[src/rtl/instr_fetch_unit.sv]
// instr_fetch_unit: PC owner, imem requester and prefetch queue feeding decode.
// Define IFETCH_PERF_EN to build the stall/redirect performance counters.
module instr_fetch_unit #(
  parameter int                ADDR_W   = 32,
  parameter int                DATA_W   = 32,
  parameter int                DEPTH    = 2,
  parameter logic [ADDR_W-1:0] RESET_PC = '0
) (
  input  logic              clk,
  input  logic              reset,
  output logic              imem_req,
  output logic [ADDR_W-1:0] imem_addr,
  input  logic              imem_ack,
  input  logic [DATA_W-1:0] imem_rdata,
  output logic              instr_valid,
  output logic [DATA_W-1:0] instr,
  output logic [ADDR_W-1:0] instr_pc,
  input  logic              instr_ready,
  input  logic              redirect_valid,
  input  logic [ADDR_W-1:0] redirect_target,
  input  logic              halt,
  output logic [31:0]       perf_stall_cnt,
  output logic [31:0]       perf_redirect_cnt
);

  localparam int PTR_W = $clog2(DEPTH);
  localparam int CNT_W = PTR_W + 1;
  localparam logic [CNT_W-1:0] FULL = CNT_W'(DEPTH);

  typedef enum logic {IDLE, REQ} state_e;

  state_e            state_q, state_d;
  logic [ADDR_W-1:0] fetch_pc_q, fetch_pc_d;
  logic [DATA_W-1:0] data_q [DEPTH];
  logic [DATA_W-1:0] data_d [DEPTH];
  logic [ADDR_W-1:0] pcs_q [DEPTH];
  logic [ADDR_W-1:0] pcs_d [DEPTH];
  logic [PTR_W-1:0]  wr_ptr_q, wr_ptr_d;
  logic [PTR_W-1:0]  rd_ptr_q, rd_ptr_d;
  logic [CNT_W-1:0]  count_q, count_d, count_post;
  logic [DATA_W-1:0] instr_q, instr_d;
  logic [ADDR_W-1:0] instr_pc_q, instr_pc_d;
  logic              valid_q, valid_d;
  logic              push, pop;

  assign pop  = valid_q & instr_ready;
  assign push = (state_q == REQ) & imem_ack & ~redirect_valid;

  always_comb begin
    state_d    = state_q;
    fetch_pc_d = fetch_pc_q;
    data_d     = data_q;
    pcs_d      = pcs_q;
    wr_ptr_d   = wr_ptr_q;
    rd_ptr_d   = rd_ptr_q;
    count_post = count_q + CNT_W'(push) - CNT_W'(pop);
    count_d    = count_post;
    if (push) begin
      data_d[wr_ptr_q] = imem_rdata;
      pcs_d[wr_ptr_q]  = fetch_pc_q;
      wr_ptr_d         = wr_ptr_q + 1'b1;
    end
    if (pop) rd_ptr_d = rd_ptr_q + 1'b1;
    // Redirect wins over ack, pop and FSM progress in the same cycle.
    if (redirect_valid) begin
      state_d    = IDLE;
      fetch_pc_d = redirect_target;
      wr_ptr_d   = '0;
      rd_ptr_d   = '0;
      count_d    = '0;
    end else begin
      unique case (state_q)
        IDLE: if (!halt && count_q < FULL) state_d = REQ;
        REQ: begin
          if (imem_ack) begin
            fetch_pc_d = fetch_pc_q + 1'b1;
            if (halt || count_post == FULL) state_d = IDLE;
          end
        end
        default: state_d = IDLE;
      endcase
    end
    valid_d    = (count_d != '0);
    instr_d    = data_d[rd_ptr_d];
    instr_pc_d = pcs_d[rd_ptr_d];
  end

  always_ff @(posedge clk) begin
    if (reset) begin
      state_q    <= IDLE;
      fetch_pc_q <= RESET_PC;
      wr_ptr_q   <= '0;
      rd_ptr_q   <= '0;
      count_q    <= '0;
      instr_q    <= '0;
      instr_pc_q <= '0;
      valid_q    <= 1'b0;
      for (int i = 0; i < DEPTH; i++) begin
        data_q[i] <= '0;
        pcs_q[i]  <= '0;
      end
    end else begin
      state_q    <= state_d;
      fetch_pc_q <= fetch_pc_d;
      wr_ptr_q   <= wr_ptr_d;
      rd_ptr_q   <= rd_ptr_d;
      count_q    <= count_d;
      instr_q    <= instr_d;
      instr_pc_q <= instr_pc_d;
      valid_q    <= valid_d;
      data_q     <= data_d;
      pcs_q      <= pcs_d;
    end
  end

  assign imem_req    = (state_q == REQ);
  assign imem_addr   = fetch_pc_q;
  assign instr_valid = valid_q;
  assign instr       = instr_q;
  assign instr_pc    = instr_pc_q;

`ifdef IFETCH_PERF_EN
  logic [31:0] stall_cnt_q, stall_cnt_d;
  logic [31:0] redir_cnt_q, redir_cnt_d;

  always_comb begin
    stall_cnt_d = stall_cnt_q;
    redir_cnt_d = redir_cnt_q;
    if (!valid_q && !halt && stall_cnt_q != '1)
      stall_cnt_d = stall_cnt_q + 1'b1;
    if (redirect_valid && redir_cnt_q != '1)
      redir_cnt_d = redir_cnt_q + 1'b1;
  end

  always_ff @(posedge clk) begin
    if (reset) begin
      stall_cnt_q <= '0;
      redir_cnt_q <= '0;
    end else begin
      stall_cnt_q <= stall_cnt_d;
      redir_cnt_q <= redir_cnt_d;
    end
  end

  assign perf_stall_cnt    = stall_cnt_q;
  assign perf_redirect_cnt = redir_cnt_q;
`else
  assign perf_stall_cnt    = '0;
  assign perf_redirect_cnt = '0;
`endif

endmodule
[config.mk]
export PLATFORM = sky130hd
export DESIGN_NAME = instr_fetch_unit
export DESIGN_NICKNAME = d
export VERILOG_FILES = /design/src/rtl/instr_fetch_unit.sv
export SDC_FILE = /design/constraint.sdc
export NUM_CORES = 1
export LEC_CHECK = 0
export CAP_MARGIN = 10
export CORE_ASPECT_RATIO = 1.4
export CORE_UTILIZATION = 35
export DETAILED_ROUTE_END_ITERATION = 6
export SYNTH_ARGS = -nofsm -noshare
export SYNTH_HDL_FRONTEND = slang
export SYNTH_SLANG_ARGS = --single-unit
[constraint.sdc]
create_clock -name clk -period 2.6 [get_ports clk]
set_input_delay 0.52 -clock clk [delete_from_list [all_inputs] [get_ports clk]]
set_output_delay 0.52 -clock clk [all_outputs]
set_load 0.005 [all_outputs]
==> qor.json, run 1 <==
{
  "drt-vias-per-instance": {"value": 4.97},
  "worst_slew_margin_rel": {"value": 59.2, "unit": "%"},
  "maxCapViolations": {"value": 0},
  "setup_viol_count_final": {"value": 0},
  "outcome": {"value": "finished clean"},
  "postSynth.topFlopCell": {"value": "sky130_fd_sc_hd__dfxtp_1"},
  "critPathLaunchType": {"value": "flip-flop"},
  "start_util": {"value": 35.5, "unit": "%"},
  "pre_cts_slack": {"value": -44.9, "unit": "ps"},
  "asyncSetResetFlopFracSynth": {"value": 0, "unit": "%"},
  "track_usage": {"value": 18.1, "unit": "%"},
  "synth_edf_count": {"value": 0},
  "setup.reg_to_reg.worst_slack": {"value": 330, "unit": "ps"},
  "avgSynthCellArea": {"value": 9.26, "unit": "sq um"},
  "synth_area_leader_cell": {"value": "sky130_fd_sc_hd__dfxtp_1"},
  "yosys.cell_types.count": {"value": 50},
  "final_max_slew_viols": {"value": 0},
  "dr.first_iter.drc_count": {"value": 305},
  "clk_path_buf_depth": {"value": 3},
  "synth-seq-area-share": {"value": 51.1, "unit": "%"},
  "antenna_cells_inserted": {"value": 0},
  "layout.nets": {"value": 1220},
  "grt_pass1_vias": {"value": 7032},
  "final_worst_setup_slack": {"value": 326, "unit": "ps"},
  "timing_limited_maximum_frequency": {"value": 0.440, "unit": "GHz"},
  "clk_pin_slew": {"value": 60, "unit": "ps"},
  "tns": {"value": 0, "unit": "ps"},
  "die_width": {"value": 138, "unit": "um"},
  "hold_path_class": {"value": "input pin to flip-flop"},
  "yosysWarningCount": {"value": 0},
  "p_seq_share": {"value": 48.1, "unit": "%"},
  "power_density": {"value": 638, "unit": "mW/mm^2"},
  "numCtsBuffers": {"value": 23},
  "sw_frac_of_total": {"value": 22.6, "unit": "%"},
  "routed_wire_length_per_instance": {"value": 16.2, "unit": "um"},
  "routed-via-count": {"value": 7371},
  "die_outline_area": {"value": 0.0264, "unit": "sq mm"},
  "timing.critical_path.fanout_max": {"value": 10},
  "grt_start_max_net_pins": {"value": 57},
  "clock_sinks": {"value": 230},
  "synthCells": {"value": 974},
  "period_utilisation_layout": {"value": 87.5, "unit": "%"},
  "placed_cell_area": {"value": 0.0111, "unit": "sq mm"},
  "cell_area_after_layout": {"value": 0.0119, "unit": "sq mm"},
  "timing.critical_path.required": {"value": 3010, "unit": "ps"},
  "cts-hold-fix-buffers": {"value": 0},
  "fin_crit": {"value": 2270, "unit": "ps"},
  "clock_tree.root_cell": {"value": "sky130_fd_sc_hd__clkbuf_16"},
  "peakVddDrop": {"value": 0.502, "unit": "mV"},
  "worst_clock_skew": {"value": 18.0, "unit": "ps"},
  "portBuffers": {"value": 167},
  "critPathArrivalTime": {"value": 2690, "unit": "ps"},
  "post-layout-total-power": {"value": 7.59, "unit": "mW"},
  "clock_insertion_delay_worst_skew": {"value": 520, "unit": "ps"},
  "utilization": {"value": 46.9, "unit": "%"},
  "grt_antenna_before_repair": {"value": 0},
  "fin_cells": {"value": 1483},
  "synth_top_area_share": {"value": 51.1, "unit": "%"},
  "internal_power": {"value": 5.87, "unit": "mW"},
  "final_hold_viol_count": {"value": 0},
  "syn_to_final_growth": {"value": 32.0, "unit": "%"},
  "post-cts-setup-buffers": {"value": 0},
  "drc_errors": {"value": 0},
  "postSynthRegisterBits": {"value": 230},
  "std_cell_rows": {"value": 69},
  "clock_tree.htree_level_count": {"value": 1},
  "firstDrtPassIters": {"value": 4},
  "post_placement_cell_count": {"value": 1441},
  "grt_setup_unrepaired": {"value": "false"},
  "grt_pass1_wl": {"value": 37.6, "unit": "mm"},
  "power_frac_comb": {"value": 7.3, "unit": "%"},
  "setup.worst_path.class": {"value": "flip-flop to flip-flop"},
  "gp_congestion": {"value": 0.756},
  "design.core.area": {"value": 0.0254, "unit": "sq mm"},
  "top_level_ports": {"value": 232},
  "total_half_perimeter_wirelength_after_legalization_and_detailed_placement": {"value": 16.1, "unit": "mm"},
  "clkPwrFrac": {"value": 44.7, "unit": "%"},
  "cts_tree": {"value": "done"},
  "finalWirelength": {"value": 24.0, "unit": "mm"},
  "grt-ovfl-total": {"value": 0},
  "setup.worst_path.end_class": {"value": "flip-flop"},
  "switchingPower": {"value": 1.72, "unit": "mW"},
  "timing_worst_slew_pin_value": {"value": 613, "unit": "ps"},
  "die-height": {"value": 192, "unit": "um"},
  "top_post_synthesis_cells_by_area": {"value": "sky130_fd_sc_hd__dfxtp_1 51%, sky130_fd_sc_hd__mux2i_1 7.1%, sky130_fd_sc_hd__nand2_1 6.2%, sky130_fd_sc_hd__a2bb2oi_1 6.2%, sky130_fd_sc_hd__buf_4 5.3%"},
  "final_hold_slack": {"value": 256, "unit": "ps"},
  "post_cts_resized": {"value": 0},
  "route.antenna.remaining_nets": {"value": 0},
  "synthesis.area": {"value": 0.00902, "unit": "sq mm"},
  "power.leakage": {"value": 4.78, "unit": "nW"},
  "drive_gt1_share": {"value": 8.76, "unit": "%"}
}
==> logic make-up after synthesis <==
kind of cell / after synthesis / synth area share [%]
xor gates and xnor gates: 12 / 1.17
muxes: 64 / 7.11
and+or+nand+nor: 336 / 16.8
other: 1 / 0.0416
AOI/OAI and AO/OA: 184 / 14.6
DFF: 230 / 51.1
buffers and inverters: 144 / 8.81
adders and majority gates: 3 / 0.416
==> cell usage after synthesis, types with 2 or more instances <==
cell type / n
sky130_fd_sc_hd__dfxtp_1: 230
sky130_fd_sc_hd__nand2_1: 150
sky130_fd_sc_hd__nor2_1: 97
sky130_fd_sc_hd__a21oi_1: 65
sky130_fd_sc_hd__a2bb2oi_1: 64
sky130_fd_sc_hd__buf_4: 64
sky130_fd_sc_hd__mux2i_1: 64
sky130_fd_sc_hd__clkbuf_1: 52
sky130_fd_sc_hd__nand4_1: 14
sky130_fd_sc_hd__a311oi_1: 12
sky130_fd_sc_hd__nor4_1: 11
sky130_fd_sc_hd__or4_1: 11
sky130_fd_sc_hd__a211oi_1: 10
sky130_fd_sc_hd__buf_2: 10
sky130_fd_sc_hd__nand3_1: 10
sky130_fd_sc_hd__nor3_1: 10
sky130_fd_sc_hd__o21ai_0: 10
sky130_fd_sc_hd__or3_1: 10
sky130_fd_sc_hd__buf_1: 9
sky130_fd_sc_hd__xnor2_1: 8
sky130_fd_sc_hd__inv_1: 7
sky130_fd_sc_hd__o31ai_1: 6
sky130_fd_sc_hd__a2111oi_0: 4
sky130_fd_sc_hd__or2_2: 4
sky130_fd_sc_hd__xor2_1: 4
sky130_fd_sc_hd__and2_1: 3
sky130_fd_sc_hd__and3_1: 3
sky130_fd_sc_hd__ha_1: 3
sky130_fd_sc_hd__o2111a_1: 3
sky130_fd_sc_hd__a32oi_1: 2
sky130_fd_sc_hd__and4_1: 2
sky130_fd_sc_hd__nand4bb_1: 2
sky130_fd_sc_hd__nor2b_1: 2
sky130_fd_sc_hd__nor3b_1: 2
==> power by group through the flow <==
stage	Sequential (mW)	Combinational, mW	Clock, mW
6_report	3.65	0.551	3.39
3_3_place_gp	3.73	0.553	0
4_1_cts	3.65	0.556	3.48
3_5_place_dp	3.73	0.554	0
2_1_floorplan	3.73	0.273	0
5_1_grt	3.66	0.605	3.62
==> cells in the final DEF (no fill, tap or decap), types with 6 or more instances in the layout <==
master,Yosys,routed
sky130_fd_sc_hd__nand3_1,10,9
sky130_fd_sc_hd__xnor2_1,8,8
sky130_fd_sc_hd__inv_1,7,6
sky130_fd_sc_hd__mux2i_1,64,64
sky130_fd_sc_hd__nor2_1,97,95
sky130_fd_sc_hd__a2bb2oi_1,64,64
sky130_fd_sc_hd__or4_1,11,11
sky130_fd_sc_hd__conb_1,1,64
sky130_fd_sc_hd__nand2_1,150,150
sky130_fd_sc_hd__nor3_1,10,10
sky130_fd_sc_hd__clkdlybuf4s50_1,0,166
sky130_fd_sc_hd__buf_12,0,9
sky130_fd_sc_hd__a211oi_1,10,10
sky130_fd_sc_hd__o31ai_1,6,6
sky130_fd_sc_hd__nor4_1,11,11
sky130_fd_sc_hd__clkbuf_16,0,23
sky130_fd_sc_hd__dfxtp_1,230,230
sky130_fd_sc_hd__a21oi_1,65,65
sky130_fd_sc_hd__nand4_1,14,14
sky130_fd_sc_hd__clkbuf_1,52,6
sky130_fd_sc_hd__a311oi_1,12,12
sky130_fd_sc_hd__o21ai_0,10,10
sky130_fd_sc_hd__buf_4,64,46
sky130_fd_sc_hd__or3_1,10,10
==> cell type report <==
class	count	area, sq um
multi-input cells	663	3910
well taps	319	399
clock buffers	31	626
clock inverters	11	143
flip-flops and latches	230	4600
inverters	8	30.0
fillers	2456	13500
repair buffers	221	2190
==> critical path, stage by stage (launching register included) <==
cell and delay (ps):
sky130_fd_sc_hd__dfxtp_1 500, sky130_fd_sc_hd__nand3_1 180, sky130_fd_sc_hd__or4_1 700, sky130_fd_sc_hd__or4_1 510
sky130_fd_sc_hd__a311oi_1 270
==> metal layers <==
layer / global-route usage [%] / part of all wire (%) / vias up / wire (um)
met5: 0 / 0 / - / 0
met4: 4.61 / 1.6 / 0 / 386
met1: 22.7 / 43 / 3513 / 10300
li1: - / - / 3607 / -
met2: 32.1 / 50 / 223 / 12000
met3: 2.59 / 5.5 / 28 / 1320
==> flip-flops by register name, summed over array words and instances (netlist names) <==
| register | count |
|---|---|
| count_q | 2 |
| data_q | 64 |
| imem_addr | 32 |
| imem_req | 1 |
| instr | 32 |
| instr_pc | 32 |
| instr_valid | 1 |
| pcs_q | 64 |
| rd_ptr_q | 1 |
| wr_ptr_q | 1 |
==> final timing paths <==
check                startpoint             to  depth (start not counted)
hold reg to reg       pcs_q[48]      pcs_q[48]                          2
hold / removal            reset      pcs_q[13]                          2
setup reg to reg  imem_addr[11]  imem_addr[30]                          4
setup / recovery  imem_addr[11]  imem_addr[30]                          4
(Power assumes the default switching activity.)
==> inputs of run 2 (changes only) <==
Settings changed: CORE_ASPECT_RATIO 1.4 to unset, CTS_BUF_LIST set to sky130_fd_sc_hd__clkbuf_2 sky130_fd_sc_hd__clkbuf_4 sky130_fd_sc_hd__clkbuf_8.
==> run 2 against run 1 <==
Against the previous run:
- utilization increased by 0.48 points
- maximum frequency shrank 2.6%
- sequential power about the same
- wire length grew 1.4%
- register-to-register slack worse by 60 ps
- first-iteration DRC count grew 67%
- sequential share of layout area shrank 0.20 points
- non-clock buffer count fell by 8
==> qor.json, run 2 (same netlist as run 1, synthesis figures left out) <==
{
  "outcome": {"value": "finished clean", "change": "unchanged"},
  "final_worst_setup_slack": {"value": 264, "unit": "ps", "change": "was 326 ps"},
  "route.antenna.remaining_nets": {"value": 0, "change": "unchanged"},
  "tns": {"value": 0, "unit": "ps", "change": "unchanged"},
  "peakVddDrop": {"value": 0.306, "unit": "mV", "change": "was 0.502 mV"},
  "grt_setup_unrepaired": {"value": "false", "change": "unchanged"},
  "period_utilisation_layout": {"value": 89.8, "unit": "%", "change": "was 87.5%"},
  "filler_cell_count": {"value": 2398, "change": "was 2456"},
  "setup.worst_path.class": {"value": "flip-flop to flip-flop", "change": "unchanged"},
  "maxCapViolations": {"value": 0, "change": "unchanged"},
  "firstDrtPassIters": {"value": 5, "change": "was 4"},
  "power.leakage": {"value": 4.82, "unit": "nW", "change": "was 4.78 nW"},
  "critPathLaunchType": {"value": "flip-flop", "change": "unchanged"},
  "grt_start_max_net_pins": {"value": 106, "change": "was 57"},
  "numCtsBuffers": {"value": 41, "change": "was 23"},
  "clk_pin_slew": {"value": 60, "unit": "ps", "change": "about the same"},
  "syn_to_final_growth": {"value": 32.7, "unit": "%", "change": "was 32.0%"},
  "antenna_cells_inserted": {"value": 0, "change": "unchanged"},
  "finalWirelength": {"value": 24.3, "unit": "mm", "change": "was 24.0 mm"},
  "post_cts_resized": {"value": 0, "change": "unchanged"},
  "clk_path_buf_depth": {"value": 3, "change": "unchanged"},
  "timing_limited_maximum_frequency": {"value": 0.428, "unit": "GHz", "change": "was 0.440 GHz"},
  "power_density": {"value": 640, "unit": "mW/mm^2", "change": "was 638 mW/mm^2"},
  "gp_congestion": {"value": 0.739, "change": "was 0.756"},
  "routed-via-count": {"value": 7422, "change": "was 7371"},
  "dr.first_iter.drc_count": {"value": 509, "change": "was 305"},
  "std_cell_rows": {"value": 58, "change": "was 69"},
  "portBuffers": {"value": 167, "change": "unchanged"},
  "commonest_non_fill_non_tap_cell_in_the_layout": {"value": "sky130_fd_sc_hd__dfxtp_1", "change": "unchanged"},
  "post_placement_cell_count": {"value": 1444, "change": "was 1441"},
  "clock_insertion_delay_worst_skew": {"value": 540, "unit": "ps", "change": "was 520 ps"},
  "die_outline_area": {"value": 0.0264, "unit": "sq mm", "change": "about the same"},
  "die-height": {"value": 163, "unit": "um", "change": "was 192 um"},
  "grt_pass1_wl": {"value": 38.3, "unit": "mm", "change": "was 37.6 mm"},
  "drt-vias-per-instance": {"value": 4.90, "change": "was 4.97"},
  "grt-ovfl-total": {"value": 0, "change": "unchanged"},
  "grt_antenna_before_repair": {"value": 0, "change": "unchanged"},
  "design.core.area": {"value": 0.0253, "unit": "sq mm", "change": "was 0.0254 sq mm"},
  "timing.critical_path.required": {"value": 3040, "unit": "ps", "change": "was 3010 ps"},
  "top_level_ports": {"value": 232, "change": "unchanged"},
  "worst_clock_skew": {"value": 26.2, "unit": "ps", "change": "was 18.0 ps"},
  "setup_viol_count_final": {"value": 0, "change": "unchanged"},
  "clock_tree.root_cell": {"value": "sky130_fd_sc_hd__clkbuf_8", "change": "was sky130_fd_sc_hd__clkbuf_16"},
  "clock_sinks": {"value": 230, "change": "unchanged"},
  "cts-hold-fix-buffers": {"value": 0, "change": "unchanged"},
  "worst_slew_margin_rel": {"value": 66.4, "unit": "%", "change": "was 59.2%"},
  "die_width": {"value": 163, "unit": "um", "change": "was 138 um"},
  "clock_tree.htree_level_count": {"value": 2, "change": "was 1"},
  "hold_path_class": {"value": "input pin to flip-flop", "change": "unchanged"},
  "start_util": {"value": 35.7, "unit": "%", "change": "was 35.5%"},
  "post-cts-setup-buffers": {"value": 0, "change": "unchanged"},
  "cts_tree": {"value": "done", "change": "unchanged"},
  "final_hold_viol_count": {"value": 0, "change": "unchanged"},
  "layout_top_registers": {"value": "data_q (64), pcs_q (64)", "change": "unchanged"},
  "utilization": {"value": 47.4, "unit": "%", "change": "was 46.9%"},
  "fin_cells": {"value": 1515, "change": "was 1483"},
  "grt_pass1_vias": {"value": 6953, "change": "was 7032"},
  "layout_common_cells": {"value": "230 x sky130_fd_sc_hd__dfxtp_1, 166 x sky130_fd_sc_hd__clkdlybuf4s50_1, 150 x sky130_fd_sc_hd__nand2_1", "change": "unchanged"},
  "routed_wire_length_per_instance": {"value": 16.1, "unit": "um", "change": "was 16.2 um"},
  "final_max_slew_viols": {"value": 0, "change": "unchanged"},
  "track_usage": {"value": 18.3, "unit": "%", "change": "was 18.1%"},
  "layout.nets": {"value": 1230, "change": "was 1220"},
  "drc_errors": {"value": 0, "change": "unchanged"},
  "timing.critical_path.fanout_max": {"value": 8, "change": "was 10"},
  "pre_cts_slack": {"value": -122, "unit": "ps", "change": "was -44.9 ps"},
  "fin_crit": {"value": 2340, "unit": "ps", "change": "was 2270 ps"},
  "total_half_perimeter_wirelength_after_legalization_and_detailed_placement": {"value": 15.8, "unit": "mm", "change": "was 16.1 mm"},
  "timing_worst_slew_pin_value": {"value": 504, "unit": "ps", "change": "was 613 ps"},
  "critPathArrivalTime": {"value": 2770, "unit": "ps", "change": "was 2690 ps"},
  "final_hold_slack": {"value": 373, "unit": "ps", "change": "was 256 ps"},
  "drive_gt1_share": {"value": 10.8, "unit": "%", "change": "was 8.76%"},
  "setup.worst_path.end_class": {"value": "flip-flop", "change": "unchanged"}
}
-- run 2: cell count changes in the layout (fill, tap and decap cells not counted), sizes merged --
cell      change
bufinv        -2
clkinv        -1
buf           -8
clkinvlp      -1
clkbuf       +33
-- run 2: final timing paths --
kind,slack [ps],cells after the start,end,start
worst min-delay path,370,2,pcs_q[17],reset
worst max register to register,260,5,imem_addr[23],imem_addr[12]
worst min register to register,460,2,data_q[33],data_q[33]
worst max-delay path,260,5,imem_addr[23],imem_addr[12]
-- run 2: per-layer routing --
metal	up-vias	wire (um)	track usage, %	part of all wire, %
met2	224	11200	28.9	46
met4	0	614	6.43	2.5
met5	-	0	0	0
met1	3507	11200	25.0	46
met3	54	1300	3.11	5.3
li1	3637	-	-	-
-- run 2: final cells by class --
cell class                 instances  area, sq um  share of cell area, %
clock buffer                      64          768                   6.42
tap                              330          413                   3.45
inverter                           8         30.0                  0.251
sequential                       230         4600                   38.5
multi-input combinational        663         3910                   32.7
timing repair buffer             213         2160                   18.1
clock inverter                     7         70.1                  0.586
-- run 2: per-stage QoR --
stage	area, sq um	total power, mW
CTS	12000	7.77
finish	12000	7.65
detailed placement	11100	4.28
global route	12000	7.98
floorplan	9250	4.00
global placement	11100	4.28
-- run 2: worst max-delay path: stages (launching register included) --
cell	delay (ps)
sky130_fd_sc_hd__dfxtp_1	460
sky130_fd_sc_hd__buf_4	170
sky130_fd_sc_hd__nand4_1	340
sky130_fd_sc_hd__or3_1	540
sky130_fd_sc_hd__or4_1	480
sky130_fd_sc_hd__a311oi_1	250
-- run 2: power by group --
group	switching (mW)	internal, mW
combinational	0.264	0.289
sequential	0.0649	3.59
clock	1.47	1.98
total	1.79	5.86
